## src/rtl/instruction_fetch.sv

```systemverilog
// Three-state instruction fetcher: FETCH drives a one-cycle read strobe after an address setup cycle,
// WAIT captures the returned word, READY presents it until an increment or jump starts the next fetch.
module instruction_fetch #(
  parameter logic [15:0] RESET_VECTOR = 16'h0000
) (
  input  logic        clock,
  input  logic        reset,
  input  logic        program_counter_increment,
  input  logic        jump_load,
  input  logic [15:0] jump_target,
  input  logic        halt,
  output logic        mem_read,
  output logic [15:0] mem_addr,
  input  logic [15:0] mem_rdata,
  output logic [15:0] current_instruction,
  output logic        instruction_valid,
  output logic [15:0] program_counter
);

  typedef enum logic [1:0] {FETCH, WAIT, READY} state_t;

  state_t      state_q, state_d;
  logic [15:0] pc_q, pc_d;
  logic        mem_read_q, mem_read_d;
  logic [15:0] mem_addr_q, mem_addr_d;
  logic [15:0] instr_q, instr_d;
  logic        valid_q, valid_d;

  always_ff @(posedge clock) begin
    if (reset) begin
      state_q    <= FETCH;
      pc_q       <= RESET_VECTOR;
      mem_read_q <= 1'b0;
      mem_addr_q <= RESET_VECTOR;
      instr_q    <= 16'h0000;
      valid_q    <= 1'b0;
    end else begin
      state_q    <= state_d;
      pc_q       <= pc_d;
      mem_read_q <= mem_read_d;
      mem_addr_q <= mem_addr_d;
      instr_q    <= instr_d;
      valid_q    <= valid_d;
    end
  end

  always_comb begin
    state_d    = state_q;
    pc_d       = pc_q;
    mem_read_d = 1'b0;
    mem_addr_d = mem_addr_q;
    instr_d    = instr_q;
    valid_d    = valid_q;
    case (state_q)
      // mem_read_q doubles as the FETCH sub-phase: low = address setup, high = strobe issued.
      FETCH: begin
        if (!mem_read_q) begin
          mem_read_d = 1'b1;
          mem_addr_d = pc_q;
        end else begin
          state_d = WAIT;
        end
      end
      WAIT: begin
        if (jump_load) begin
          pc_d    = jump_target;
          state_d = FETCH;
        end else begin
          instr_d = mem_rdata;
          valid_d = 1'b1;
          state_d = READY;
        end
      end
      READY: begin
        if (!halt) begin
          if (jump_load) begin
            pc_d    = jump_target;
            valid_d = 1'b0;
            state_d = FETCH;
          end else if (program_counter_increment) begin
            pc_d    = pc_q + 16'd1;
            valid_d = 1'b0;
            state_d = FETCH;
          end
        end
      end
      default: state_d = FETCH;
    endcase
  end

  assign mem_read            = mem_read_q;
  assign mem_addr            = mem_addr_q;
  assign current_instruction = instr_q;
  assign instruction_valid   = valid_q;
  assign program_counter     = pc_q;

endmodule

```

## config.mk

```make
export PLATFORM = sky130hd
export DESIGN_NAME = instruction_fetch
export DESIGN_NICKNAME = d
export VERILOG_FILES = /design/src/rtl/instruction_fetch.sv
export SDC_FILE = /design/constraint.sdc
export NUM_CORES = 1
export LEC_CHECK = 0
export CAP_MARGIN = 20
export CORE_MARGIN = 2
export CORE_UTILIZATION = 45
export DETAILED_ROUTE_END_ITERATION = 10
export GPL_ROUTABILITY_DRIVEN = 0
export PLACE_DENSITY = 0.8
export SLEW_MARGIN = 25
export SYNTH_ARGS = -nofsm -noshare
export SYNTH_HDL_FRONTEND = slang
export SYNTH_SLANG_ARGS = --single-unit
```

## constraint.sdc

```tcl
create_clock -name clock -period 6.2 [get_ports clock]
set_clock_uncertainty 0.05 [all_clocks]
set_input_delay 1.24 -clock clock [delete_from_list [all_inputs] [get_ports clock]]
set_output_delay 1.24 -clock clock [all_outputs]
set_load 0.01 [all_outputs]
```

==> results.toml <==
[floorplanning]
core_region_area_sq_um = 5140
die_h_um = 77.3
fp.dieArea_sq_um = 5970
ios = 87
start_util_pct = 47.0
rows = 26
die_w_um = 77.3

[clock_network]
cts_max_level = 2
clock-sinks = 52
cts_buffer_depth = 2
clkTransAtPathRegs_ns = 0.08
clk_latency_ns = 0.31
cts_root_buf = "clkbuf_8"
cts_tree = "done"
cts_setup_buffers = 0
ctsHoldBuffers = 0
cts_made_buffers = 5
cts_resized = 0

[synth]
synth_top_area_cell = "dfxtp_1"
yosysWarnings = 0
ys_ff_latch = 52
yosysTopAreaCellShare_pct = 43.1
synthCells = 301
async_flop_share_pct = 0
synthesis.nets = 339
ys_types = 50
ys.flop_type = "dfxtp_1"
synthTopCellsByArea = "dfxtp_1 43%, nand2_1 12%, a21oi_1 9.5%"
syn_avg_cell_area_sq_um = 8.02
synth_area_sq_um = 2410
synth-edff-count = 0
synth-seq-area-share_pct = 43.1

[timing]
maxSlewViolCount = 0
rsz0062_at_grt = "no"
timing.slew.headroom_pct = 33.6
min_period_ns = 3.31
hold_viol_final = 0
fmax_ghz = 0.302
fin_tns_setup_ns = 0
max_slew.worst_pin.slew_ns = 0.996
timing.final.ws_setup_ns = 2.89
setup_violations = 0
period_share_pct = 53.4

[final_layout]
mostFrequentLayoutCells = "85 x clkdlybuf4s50_1, 75 x nand2_1, 52 x dfxtp_1"
syn2layout_area_growth_pct = 38.5
final_common_cell = "clkdlybuf4s50_1"
nNetsFinal = 412
antenna_cells = 0
drive_above_1_share_pct = 6.13

[worst_setup_path]
rr_worst_depth = 3
cp_data_arrival_time_ns = 3.39
startpoint_type = "primary input"
r2r-start = "state_q[1]"
worstSetupStartpoint = "jump_load"
required_ns = 6.28
critPathMaxFanout = 12
critical_path_class = "primary input to flip-flop"
timing.rr.end = "program_counter[10]"
worst_setup_path_end_kind = "flip-flop"
cp-endpoint = "program_counter[10]"
r2r_slack_ns = 3.83

[grt]
grt_use_met3_pct = 3.88
met1_usage_pct = 28.4
grt_start_max_net_pins = 54
grt_usage_pct = 21.6
top_usage_layer = "met2"
grt_antenna_before_repair = 0
grt-ovfl-total = 0
grt_pass1_vias = 2227
grtUsageMet2_pct = 35.7
grt_pass1_wl_um = 10500

[routing]
antenna_left = 0
dr.first_iter.drc_count = 149
finalWirelength_um = 6160
drt_pre_antenna_iters = 4
viasPerCell = 5.33
vias = 2374
wl_per_cell_um = 13.8
drc = 0

[placed_design]
dp_hpwl_um = 4230
io_buffers = 86
pre_cts_ws_ns = 2.64

[min_path]
hold_class = "flip-flop to flip-flop"
min_path_cells = 2

[power_and_ir_drop]
p_leak_nw = 1.07
power.density_nw_per_um2 = 208
peakVddDrop_mv = 0.153

[outcome]
status = "complete, no violations"

[job]
maxCapViolations = 0
[kinds of logic (layout without fill, tap and decap cells)]
logic type | count (synthesis) | in the layout | share of synthesized area [%]
muxes | 1 | 1 | 0.466
buffers and inverters | 28 | 102 | 7.15
DFF | 52 | 52 | 43.1
AOI/OAI and AO/OA | 85 | 85 | 21.4
adders and majority gates | 1 | 1 | 0.518
and+or+nand+nor | 134 | 134 | 27.4
[power by group]
part,internal [mW],total (mW),switching (mW)
registers,0.346,0.361,0.0146
logic,0.0554,0.106,0.0510
clock network,0.120,0.230,0.110
[worst max-delay path, cell delays in order]
cell	delay (ns)
clkdlybuf4s50_1	0.57
or2_2	0.40
a32oi_1	0.83
or4_1	0.24
a41oi_2	0.11
[stage by stage]
step                hold WS (ns)  cells  util (%)  power [mW]  instance area, sq um
floorplan                  0.431    301         -       0.420                  2410
global placement           0.392    437      62.7       0.472                  3220
detailed placement         0.395    437      62.7       0.474                  3220
CTS                        0.409    445      64.8       0.701                  3330
global route               0.423    445      65.1       0.731                  3340
finish                     0.407    445      65.1       0.697                  3340
[synthesized netlist by cell type (2+ instances only)]
cell / number
a21oi_1: 46
a22oi_1: 3
a2bb2oi_1: 2
a31oi_1: 2
a32o_1: 2
and2_0: 5
and2_1: 3
clkbuf_1: 14
clkbuf_8: 6
dfxtp_1: 52
inv_1: 7
nand2_1: 75
nand3_1: 6
nand3_2: 2
nand4_1: 4
nor2_1: 9
nor3_1: 4
nor3b_1: 2
nor4_1: 4
o21ai_0: 14
o31a_1: 2
o32ai_1: 4
or2_2: 2
or3_1: 3
or4_1: 3
[layout make-up]
type | instances | area (sq um)
Sequential cell | 52 | 1040
Tap cell | 70 | 87.6
Clock buffer | 6 | 72.6
Clock inverter | 2 | 35.0
Inverter | 7 | 26.3
Multi-Input combinational cell | 221 | 1220
Fill cell | 474 | 1800
Timing Repair Buffer | 87 | 863
[worst min path at each step]
stage,from,end
CTS,mem_addr[11],mem_addr[11]
floorplan,current_instruction[0],current_instruction[0]
global route,mem_addr[4],mem_addr[4]
finish,mem_addr[11],mem_addr[11]
global placement,current_instruction[15],current_instruction[15]
detailed placement,mem_addr[5],mem_addr[5]
[registers in the layout (all words and copies together), names as in the netlist]
name	cells
current_instruction	16
instruction_valid	1
state_q	2
program_counter	16
mem_read	1
mem_addr	16
[routing by layer]
metal,wire length [um],vias up,part of all wire (%)
li1,-,1206,-
met1,2790,1102,45
met2,3010,56,49
met3,244,10,4.0
met4,108,0,1.8
met5,0,-,0
Power figures use the tool's default switching activity.
